**config.mk**
```make
export PLATFORM = sky130hd
export DESIGN_NAME = wb_arbiter
export DESIGN_NICKNAME = d
export VERILOG_FILES = /design/src/rtl/wb_arbiter.sv
export SDC_FILE = /design/constraint.sdc
export NUM_CORES = 1
export LEC_CHECK = 0
export BUFFER_PORTS_ARGS = -buffer_cell sky130_fd_sc_hd__buf_2
export CAP_MARGIN = 20
export CORE_MARGIN = 4
export CORE_UTILIZATION = 35
export DETAILED_ROUTE_END_ITERATION = 12
export HOLD_SLACK_MARGIN = 0.08
export PLACE_DENSITY_LB_ADDON = 0.05
export SYNTH_ARGS = -nofsm -noshare
export SYNTH_HDL_FRONTEND = slang
export SYNTH_SLANG_ARGS = --single-unit
```
**constraint.sdc**
```tcl
create_clock -name clk -period 3.3 [get_ports clk]
set_clock_uncertainty 0.15 [all_clocks]
set_input_delay 0.33 -clock clk [delete_from_list [all_inputs] [get_ports clk]]
set_output_delay 0.33 -clock clk [all_outputs]
set_load 0.05 [all_outputs]
```
**src/rtl/wb_arbiter.sv**
```systemverilog
// -----------------------------------------------------------------------------
// wb_arbiter
// Writeback arbiter sitting directly in front of the register bank write port.
// The ALU and the LSU each push register writes into a private circular FIFO.
// Every cycle in which either FIFO holds an entry, one head is popped. It is
// presented to the bank as a registered regsel/reg_val/reg_we triple.
// Writes to unimplemented register encodings are popped and dropped, and
// bad_rd is raised for one cycle instead of reg_we.
//
// Configuration macro:
//   WB_RR_EN  defined   -> round-robin arbitration between ALU and LSU.
//             undefined -> fixed priority, LSU over ALU (default build).
// -----------------------------------------------------------------------------
module wb_arbiter #(
    parameter int         DEPTH  = 4,
    parameter logic [5:0] REG_FP = 6'h16,
    parameter logic [5:0] REG_SP = 6'h17
) (
    input  logic        clk,
    input  logic        reset,
    input  logic        alu_valid,
    output logic        alu_ready,
    input  logic [5:0]  alu_rd,
    input  logic [63:0] alu_data,
    input  logic        lsu_valid,
    output logic        lsu_ready,
    input  logic [5:0]  lsu_rd,
    input  logic [63:0] lsu_data,
    output logic [5:0]  regsel,
    output logic [63:0] reg_val,
    output logic        reg_we,
    output logic        bad_rd,
    output logic        busy
);

    // Source indices into the per-source FIFO vectors.
    localparam int SRC_ALU = 0;
    localparam int SRC_LSU = 1;

    // One FIFO entry is {rd, data}.
    localparam int ENTRY_W = 6 + 64;
    localparam int AW      = $clog2(DEPTH);

    localparam logic [AW:0] PTR_ONE = {{AW{1'b0}}, 1'b1};

    // Per-source FIFO interface signals.
    logic [1:0]         w_push;
    logic [1:0]         w_pop;
    logic [1:0]         w_full;
    logic [1:0]         w_empty;
    logic [ENTRY_W-1:0] w_wdata [2];
    logic [ENTRY_W-1:0] w_head  [2];

    // Arbitration and output-stage signals.
    logic               w_any;
    logic               w_grant_lsu;
    logic [ENTRY_W-1:0] w_sel_entry;
    logic [5:0]         w_sel_rd;
    logic [63:0]        w_sel_data;
    logic               w_rd_valid;

    logic [5:0]         r_regsel;
    logic [63:0]        r_reg_val;
    logic               r_reg_we;
    logic               r_bad_rd;

    // A source may push whenever it asserts valid. The FIFO itself refuses
    // the push when it is full. Ready depends only on FIFO state, never on
    // valid.
    assign w_push[SRC_ALU]  = alu_valid;
    assign w_push[SRC_LSU]  = lsu_valid;
    assign w_wdata[SRC_ALU] = {alu_rd, alu_data};
    assign w_wdata[SRC_LSU] = {lsu_rd, lsu_data};

    assign alu_ready = !w_full[SRC_ALU];
    assign lsu_ready = !w_full[SRC_LSU];

    // Busy reflects pending work and is taken straight from the FIFO state.
    assign busy = !w_empty[SRC_ALU] || !w_empty[SRC_LSU];

    // -------------------------------------------------------------------------
    // Per-source circular FIFOs. The pointers carry an extra wrap bit, so full
    // and empty can be told apart when the index bits are equal.
    // -------------------------------------------------------------------------
    for (genvar g = 0; g < 2; g++) begin : g_fifo
        logic [ENTRY_W-1:0] r_mem [DEPTH];
        logic [AW:0]        r_wr_ptr;
        logic [AW:0]        r_rd_ptr;
        logic               w_do_push;
        logic               w_do_pop;

        assign w_full[g]  = (r_wr_ptr[AW-1:0] == r_rd_ptr[AW-1:0]) &&
                            (r_wr_ptr[AW]     != r_rd_ptr[AW]);
        assign w_empty[g] = (r_wr_ptr == r_rd_ptr);
        assign w_head[g]  = r_mem[r_rd_ptr[AW-1:0]];

        assign w_do_push  = w_push[g] && !w_full[g];
        assign w_do_pop   = w_pop[g]  && !w_empty[g];

        // Advance the read and write pointers. A reset empties the FIFO by
        // realigning both pointers.
        // NOTE: state registers use non-blocking assignments. All flops then
        // sample pre-edge values, and a simultaneous push and pop leaves the
        // occupancy unchanged.
        always_ff @(posedge clk) begin
            if (reset) begin
                r_wr_ptr <= '0;
                r_rd_ptr <= '0;
            end else begin
                if (w_do_push) r_wr_ptr <= r_wr_ptr + PTR_ONE;
                if (w_do_pop)  r_rd_ptr <= r_rd_ptr + PTR_ONE;
            end
        end

        // Write the incoming entry at the write pointer.
        // NOTE: the storage array has no reset. The pointers alone define
        // which slots are live, so stale contents are never observed.
        always_ff @(posedge clk) begin
            if (w_do_push) r_mem[r_wr_ptr[AW-1:0]] <= w_wdata[g];
        end
    end

    // -------------------------------------------------------------------------
    // Arbitration
    // -------------------------------------------------------------------------
`ifdef WB_RR_EN
    // Remembers which source won the last pop (1 = LSU). It resets to ALU, so
    // the LSU wins the first contended cycle.
    logic r_last_lsu;

    // Record the winner of every pop.
    always_ff @(posedge clk) begin
        if (reset) begin
            r_last_lsu <= 1'b0;
        end else if (w_any) begin
            r_last_lsu <= w_grant_lsu;
        end
    end
`endif

    // Choose which source pops this cycle. Only FIFO state seen before the
    // edge is used, so a fresh push is never eligible in the same cycle.
    // NOTE: every always_comb output gets a default first. This prevents
    // latch inference on paths that do not assign it.
    always_comb begin
        w_any       = !w_empty[SRC_ALU] || !w_empty[SRC_LSU];
        w_grant_lsu = 1'b0;
`ifdef WB_RR_EN
        if (!w_empty[SRC_ALU] && !w_empty[SRC_LSU]) begin
            w_grant_lsu = !r_last_lsu;
        end else begin
            w_grant_lsu = !w_empty[SRC_LSU];
        end
`else
        w_grant_lsu = !w_empty[SRC_LSU];
`endif
    end

    // When the LSU is not granted but something is pending, the ALU FIFO must
    // be the non-empty one.
    assign w_pop[SRC_LSU] = w_grant_lsu;
    assign w_pop[SRC_ALU] = w_any && !w_grant_lsu;

    // -------------------------------------------------------------------------
    // Destination decode and output register
    // -------------------------------------------------------------------------
    assign w_sel_entry = w_grant_lsu ? w_head[SRC_LSU] : w_head[SRC_ALU];
    assign w_sel_rd    = w_sel_entry[ENTRY_W-1:64];
    assign w_sel_data  = w_sel_entry[63:0];

    // Implemented registers: general 0x00..0x0F, frame pointer, stack pointer.
    assign w_rd_valid  = (w_sel_rd[5:4] == 2'b00) ||
                         (w_sel_rd == REG_FP)     ||
                         (w_sel_rd == REG_SP);

    // Register the popped entry toward the bank. A valid destination raises
    // reg_we and an invalid one raises bad_rd. Idle cycles hold regsel and
    // reg_val.
    always_ff @(posedge clk) begin
        if (reset) begin
            r_regsel  <= '0;
            r_reg_val <= '0;
            r_reg_we  <= 1'b0;
            r_bad_rd  <= 1'b0;
        end else begin
            r_reg_we <= w_any && w_rd_valid;
            r_bad_rd <= w_any && !w_rd_valid;
            if (w_any) begin
                r_regsel  <= w_sel_rd;
                r_reg_val <= w_sel_data;
            end
        end
    end

    assign regsel  = r_regsel;
    assign reg_val = r_reg_val;
    assign reg_we  = r_reg_we;
    assign bad_rd  = r_bad_rd;

endmodule

```
==> results of run 1 <==
layout by cell type (no fill, tap or decap), types with 4 or more instances in the layout:
master and count:
edfxtp_1 560, buf_2 217, dlygate4sd3_1 141, mux4_2 140
nand2_1 139, dfxtp_1 84, nor2_1 76, clkbuf_16 76
a311oi_1 67, buf_12 23, clkbuf_1 21, buf_4 18
clkbuf_8 12, ha_1 10, xnor2_1 9, clkinv_1 9
clkinv_2 8, xor2_1 7, and2_4 7, inv_1 6
a21oi_1 6, nand3_1 4, dfxtp_4 4, bufinv_16 4
cells in the mapped netlist, drive strengths merged (4+ instances only):
cell type and n:
and2 8, nor3 4, inv 7, edfxtp 560, a311oi 68, nor2 76, nand2 139, buf 52
xor2 8, nand3 5, mux4 140, xnor2 9, ha 10, clkbuf 20, dfxtp 88, a21oi 6
power by group through the flow:
stage / logic [W] / registers [W] / clock network, W
floorplan: 0.00359 / 0.0114 / 0
global placement: 0.00669 / 0.0106 / 0
detailed placement: 0.00670 / 0.0106 / 0
CTS: 0.00688 / 0.0104 / 0.00819
global route: 0.00723 / 0.0105 / 0.00857
finish: 0.00671 / 0.0104 / 0.00794
how the worst max path moves through the flow:
| stage | startpoint | endpoint | slack, ns |
|---|---|---|---|
| after floorplan | g_fifo[1].r_wr_ptr[1]$_SDFFE_PP0P_ | g_fifo[1].r_mem[0][0]$_DFFE_PP_ | 0.02 |
| after global placement | g_fifo[1].r_wr_ptr[1]$_SDFFE_PP0P_ | g_fifo[1].r_mem[3][26]$_DFFE_PP_ | 0.85 |
| after detailed placement | g_fifo[1].r_wr_ptr[1]$_SDFFE_PP0P_ | g_fifo[1].r_mem[1][24]$_DFFE_PP_ | 0.79 |
| after CTS | g_fifo[1].r_wr_ptr[0]$_SDFFE_PP0P_ | busy | 0.22 |
| after global routing | g_fifo[1].r_wr_ptr[0]$_SDFFE_PP0P_ | busy | 0.12 |
| final | g_fifo[1].r_wr_ptr[0]$_SDFFE_PP0P_ | busy | 0.23 |
sequential cells by signal (all words and copies together), names as in the netlist, named ones only:
register and cells:
bad_rd 1, g_fifo.r_mem 560, g_fifo.r_rd_ptr 6, g_fifo.r_wr_ptr 6
reg_val 64, reg_we 1, regsel 6
timing repair:
item | in CTS | in global routing
buffers inserted | 0 | 0
hold buffers | 141 | 0
hold endpoints to repair | 562 | 0
layout make-up:
class | instances | area (um2)
Multi-Input combinational cell | 498 | 5214
Timing Repair Buffer | 399 | 3093
Tap cell | 931 | 1165
Clock inverter | 23 | 219.0
Inverter | 7 | 28.78
Fill cell | 5950 | 38120
Antenna cell | 3 | 7.507
Clock buffer | 109 | 2146
Sequential cell | 648 | 18590
metrics by stage:
step                      cells  hold slack (ns)  worst slack [ns]  power, W  area (um2)
final                      2618           0.1548            0.2274   0.02503       30470
after floorplan            1225           0.2789           0.02250   0.01499       24210
after global placement     2342           0.3174            0.8470   0.01728       26680
after CTS                  2615           0.1042            0.2182   0.02548       30460
after global routing       2616           0.1280            0.1238   0.02629       30460
after detailed placement   2342           0.3178            0.7873   0.01729       26680
worst max-delay path, delay by kind of cell, from the launching register on:
| kind | cells | cell delay, ns |
|---|---|---|
| and+or+nand+nor | 2 | 0.99 |
| xor gates and xnor gates | 1 | 0.20 |
| DFF | 1 | 0.51 |
| buffers and inverters | 1 | 0.32 |
cells by family (layout without fill, tap and decap cells):
| kind of cell | after synthesis | count (layout) | share of synthesized area |
|---|---|---|---|
| compound gates | 91 | 91 | 0.03158 |
| xor+xnor | 17 | 17 | 0.006462 |
| fa+ha+maj | 10 | 10 | 0.005169 |
| buf+inv | 79 | 538 | 0.01861 |
| flops | 648 | 648 | 0.7675 |
| mux | 143 | 143 | 0.1315 |
| other cells | 0 | 3 | 0 |
| simple gates | 237 | 237 | 0.03918 |
routing by layer:
| metal | share of wire | GRT usage |
|---|---|---|
| met1 | 0.46 | 0.2431 |
| met2 | 0.47 | 0.2720 |
| met3 | 0.046 | 0.03343 |
| met4 | 0.014 | 0.04072 |
| met5 | 0.00075 | 0 |
==> results by group, run 1 <==
Critical path
  – Reg2Reg Setup Slack: 0.80 ns
  – Slowest stage cell, crit path: nor3_4
  – WP data required: 2.82 ns
  – Critical Path, Cell by Cell: xor2_2 -> nor3_4 -> nand2_1 -> buf_2
  – WS Path Type: flop to output pin
  – Worst reg-to-reg path cell count: 4
  – Worst-path fanout max: 9
  – Reg-to-Reg End: g_fifo[1].r_mem[0][24]$_DFFE_PP_
  – Startpoint types: flop
  – Worst Path Arrival: 2.59 ns
  – Worst setup EP type: output pin
  – Crit-path max cell delay: 0.66 ns
  – R2r startpoint: g_fifo[1].r_wr_ptr[1]$_SDFFE_PP0P_

Place
  – Dpl hpwl: ~39000 um
  – Port-buffer cells: about 220
  – Routability Congestion: 0.7274

Pwr
  – Leakage Power: 10.31 nW
  – Switching power: 0.008060 W
  – Internal: between 0.015 and 0.02 W
  – Clock share of power: 0.317
  – Worst VDD drop: about 440 uV
  – Power per standard cell area: ~800 mW/mm2
  – Power share of the combinational group: 0.268
  – Sequential share of power: 0.415
  – Sw Share: 0.3220

GRT
  – Overflow after GRT: 0
  – Vias in the first global route: ~14000
  – Pin count of the biggest net entering global routing: between 50 and 60
  – First-pass GRT wire length: slightly above 90000 um
  – Total track usage: 0.1704
  – Antenna violations before repair: 9

Logic synthesis
  – FF+latch count, synth: 648
  – Register area share after synthesis: 0.7675
  – Post-synthesis cell area: 0.02421 mm2
  – Synth warn: 0
  – Post-synth EDFFs: 560
  – Netlist cell types: 41
  – Syn nets: between 1000 and 1500
  – Post-Syn Instances: about 1200
  – Asr flop ratio synth: 0
  – Largest area contributor in the netlist: edfxtp_1
  – Ranking of synthesized cells by area: edfxtp_1 69%, mux4_2 13%, dfxtp_1 7.3%
  – Primary FF master, synth: edfxtp_1
  – Syn_area_per_cell: just under 20 um2
  – Synth top area share: 0.6947

Clock tree
  – CTS tree: yes
  – H-tree levels: 3
  – Reg clk slew, reported paths: about 0.06 ns
  – Clock Tree Root: clkbuf_16
  – CTS Buffer Depth: 3
  – Clk sinks: around 650
  – CTS Buf Count: slightly above 70
  – # resized after CTS: 0
  – Worst skew pair latency: roughly 0.6 ns

Finish
  – Nets: approximately 1800
  – Synthesis-to-layout area growth: 25.86%
  – Layout cells sized above 1: 0.3076
  – Final Util: 0.4442

Timing
  – Fin crit share: 0.9311
  – Max Clk Rate: roughly 330 MHz
  – Final setup viols: 0
  – RSZ-0062 raised after global routing: no
  – Minimum clock period: between 3 and 4 ns
  – Slew @ Worst Pin: between 0.8 and 0.9 ns
  – Slew margin rel.: 0.4296
  – Final Max Tran Viols: 0
  – Hold Fails Final Rpt: 0
  – Setup TNS: 0 ns

Detailed routing
  – Via density: ~4.8
  – Drt pass-1 iters: 5
  – Via count: 12682
  – Drt wl/cell: roughly 24 um
  – Total Wirelength: between 60000 and 70000 um
  – Number of remaining DRC errors: 0
  – Antenna Nets Post-Route: 0
  – Drt initial violations: a little under 800

Flow run
  – Max Cap Viol: 0

Die
  – Die footprint: 0.07343 mm2
  – Core ar.: between 0.06 and 0.07 mm2
  – Initial Util: 0.3529
  – Die X-Extent: between 200 and 300 um
  – Die Ht: 271.0 um
  – Row count: 96
  – # IOs: roughly 220

Run status
  – Status: finished, final reports clean

Worst hold path
  – Hold path cells: 4
  – Worst hold path class: input port to flop
  – Hold Path Origin: alu_valid
  – Hold Path End: g_fifo[0].r_wr_ptr[2]$_SDFFE_PP0P_
No activity file was read; power rests on OpenSTA's default activity.
==> run 2: changes to the inputs <==
CORE_UTILIZATION = 40   (was 35)
==> run 2 against run 1 <==
  * Non-clock buffer count rose by 2
  * Die area fell by 12%
  * Wire length fell by 6.9%
  * Via count rose by 0.65%
  * Final cell count fell by 6.0%
==> results by group, run 2 (synthesis gave the netlist of run 1 again) <==
Timing
  – Minimum clock period: between 2 and 3 ns
  – Hold Fails Final Rpt: 0
  – RSZ-0062 raised after global routing: no
  – Slew margin rel.: 0.4363
  – Worst hold slack: approximately 0.13 ns
  – Fin crit share: 0.7873
  – Final Max Tran Viols: 0
  – Slew @ Worst Pin: approximately 0.83 ns
  – Setup TNS: 0 ns
  – Final worst slack: ~0.70 ns
  – Max Clk Rate: between 300 and 400 MHz
  – Final setup viols: 0

Finish
  – Synthesis-to-layout area growth: 24.37%
  – Most frequent cells in the layout: 560 x edfxtp_1, 217 x buf_2, 141 x dlygate4sd3_1
  – Non-filler cells in the finished layout: between 2000 and 2500
  – Multi-input combinational cell area: 0.005214 mm2
  – Commonest non-fill, non-tap cell in the layout: edfxtp_1
  – Max FFs per register: 560
  – Layout cells sized above 1: 0.3055
  – Nets: around 1800
  – Cell area after layout: approximately 0.030 mm2
  – Filler cell count: about 4900
  – Register area: 0.01859 mm2

Clock tree
  – Reg clk slew, reported paths: approximately 0.060 ns
  – H-tree levels: 3
  – # resized after CTS: 0
  – CTS Buf Count: just over 70
  – Clk sinks: around 650
  – CTS tree: yes
  – Worst skew pair latency: 0.59 ns
  – Post-CTS setup buffer count: 0
  – CTS Buffer Depth: 3
  – Clock Tree Root: clkbuf_16

Die
  – Initial Util: 0.4071
  – Die footprint: approximately 0.065 mm2
  – Die Ht: about 250 um
  – # IOs: roughly 220
  – Row count: 89
  – Core ar.: around 0.059 mm2
  – Die X-Extent: ~250 um

Detailed routing
  – Drt initial violations: approximately 760
  – Drt wl/cell: around 24 um
  – Drt pass-1 iters: 4
  – Number of remaining DRC errors: 0
  – Total Wirelength: approximately 58000 um
  – Via count: 12764
  – Antenna Nets Post-Route: 0
  – Via density: approximately 5.2

Critical path
  – WS Path Type: flop to output pin
  – Startpoint types: flop
  – WP data required: around 2.8 ns
  – Reg2Reg Setup Slack: 0.71 ns
  – Worst-path fanout max: 6
  – Critical Path Source: g_fifo[1].r_wr_ptr[1]$_SDFFE_PP0P_
  – Worst Path Arrival: between 2 and 2.5 ns
  – Worst Setup EP: busy
  – Worst reg-to-reg path cell count: 4
  – R2r startpoint: g_fifo[1].r_wr_ptr[1]$_SDFFE_PP0P_
  – Reg-to-Reg End: g_fifo[1].r_mem[0][50]$_DFFE_PP_
  – Worst setup EP type: output pin

Place
  – Dpl hpwl: 36830 um
  – Routability Congestion: about 0.75
  – Pre-CTS WS: approximately 0.7 ns
  – Inst Count DP: roughly 2200
  – Placed inst area: between 0.02 and 0.03 mm2
  – Port-buffer cells: around 220

Pwr
  – Sequential share of power: 0.422
  – Internal: roughly 0.017 W
  – Sw Share: 0.3207
  – Worst VDD drop: around 640 uV
  – Power per standard cell area: roughly 810 mW/mm2
  – Switching power: 0.007853 W
  – Leakage Power: 10.26 nW
  – Clock share of power: 0.314
  – Power share of the combinational group: 0.264

GRT
  – Vias in the first global route: about 14000
  – Pin count of the biggest net entering global routing: between 90 and 100
  – Overflow after GRT: 0
  – Total track usage: 0.1823
  – First-pass GRT wire length: between 80000 and 90000 um
  – Antenna violations before repair: 6

Run status
  – Status: finished, final reports clean

Worst hold path
  – Worst hold path class: input port to flop

Flow run
  – Max Cap Viol: 0
## run 2: cell count changes in the layout (fill, tap and decap cells not counted), moves of 2 or more
cell      before  now
buf_12        23   15
buf_4         18   28
clkbuf_1      21   16
clkbuf_8      12    5
clkinv_1       9   19
diode_2        3    1
inv_6          1    3
## run 2: routing by layer
layer,global-route usage,vias to the layer above,share of wire
met5,0,-,0.00086
met4,0.04107,10,0.017
met3,0.03971,86,0.047
met2,0.2851,267,0.47
met1,0.2659,6634,0.46
li1,-,5767,-
## run 2: power by group through the flow
| stage | registers, W | logic, W | clock network (W) |
|---|---|---|---|
| floorplan | 0.0114 | 0.00359 | 0 |
| global placement | 0.0105 | 0.00640 | 0 |
| detailed placement | 0.0105 | 0.00643 | 0 |
| CTS | 0.0104 | 0.00659 | 0.00790 |
| global route | 0.0104 | 0.00696 | 0.00828 |
| finish | 0.0103 | 0.00646 | 0.00768 |
## run 2: what timing repair did
action | in CTS | in global routing
hold buffers | 141 | 0
hold endpoints to repair | 565 | 0
setup endpoints to repair | 0 | 0
## run 2: cell type report
| class | count | share of cell area |
|---|---|---|
| flip-flops and latches | 648 | 0.6176 |
| multi-input cells | 498 | 0.1732 |
| repair buffers | 401 | 0.09992 |
| clock buffers | 98 | 0.06829 |
| well taps | 773 | 0.03213 |
| clock inverters | 34 | 0.007814 |
| inverters | 7 | 0.0009559 |
| diodes | 1 | 0.00008313 |
## run 2: critical path: stages (launching register included)
cell     delay (ns)
dfxtp_1        0.45
xor2_1         0.50
nor3_4         0.09
nand2_1        0.19
buf_2          0.31
## run 2: worst min path at each step
stage / from / to / slack [ns] / cells after the start
2_1_floorplan: alu_data[0] / g_fifo[0].r_mem[0][0]$_DFFE_PP_ / 0.28 / 0
3_3_place_gp: reg_val[61]$_SDFFE_PP0P_ / reg_val[61]$_SDFFE_PP0P_ / 0.32 / 2
3_5_place_dp: reg_val[63]$_SDFFE_PP0P_ / reg_val[63]$_SDFFE_PP0P_ / 0.32 / 2
4_1_cts: alu_valid / g_fifo[0].r_wr_ptr[2]$_SDFFE_PP0P_ / 0.09 / 4
5_1_grt: alu_valid / g_fifo[0].r_wr_ptr[2]$_SDFFE_PP0P_ / 0.14 / 4
6_report: alu_valid / g_fifo[0].r_wr_ptr[2]$_SDFFE_PP0P_ / 0.13 / 4
## run 2: stage by stage
| step | util | total power (W) |
|---|---|---|
| floorplan | - | 0.01499 |
| global placement | 0.4439 | 0.01693 |
| detailed placement | 0.4439 | 0.01697 |
| CTS | 0.5062 | 0.02487 |
| global route | 0.5062 | 0.02568 |
| finish | 0.5062 | 0.02449 |
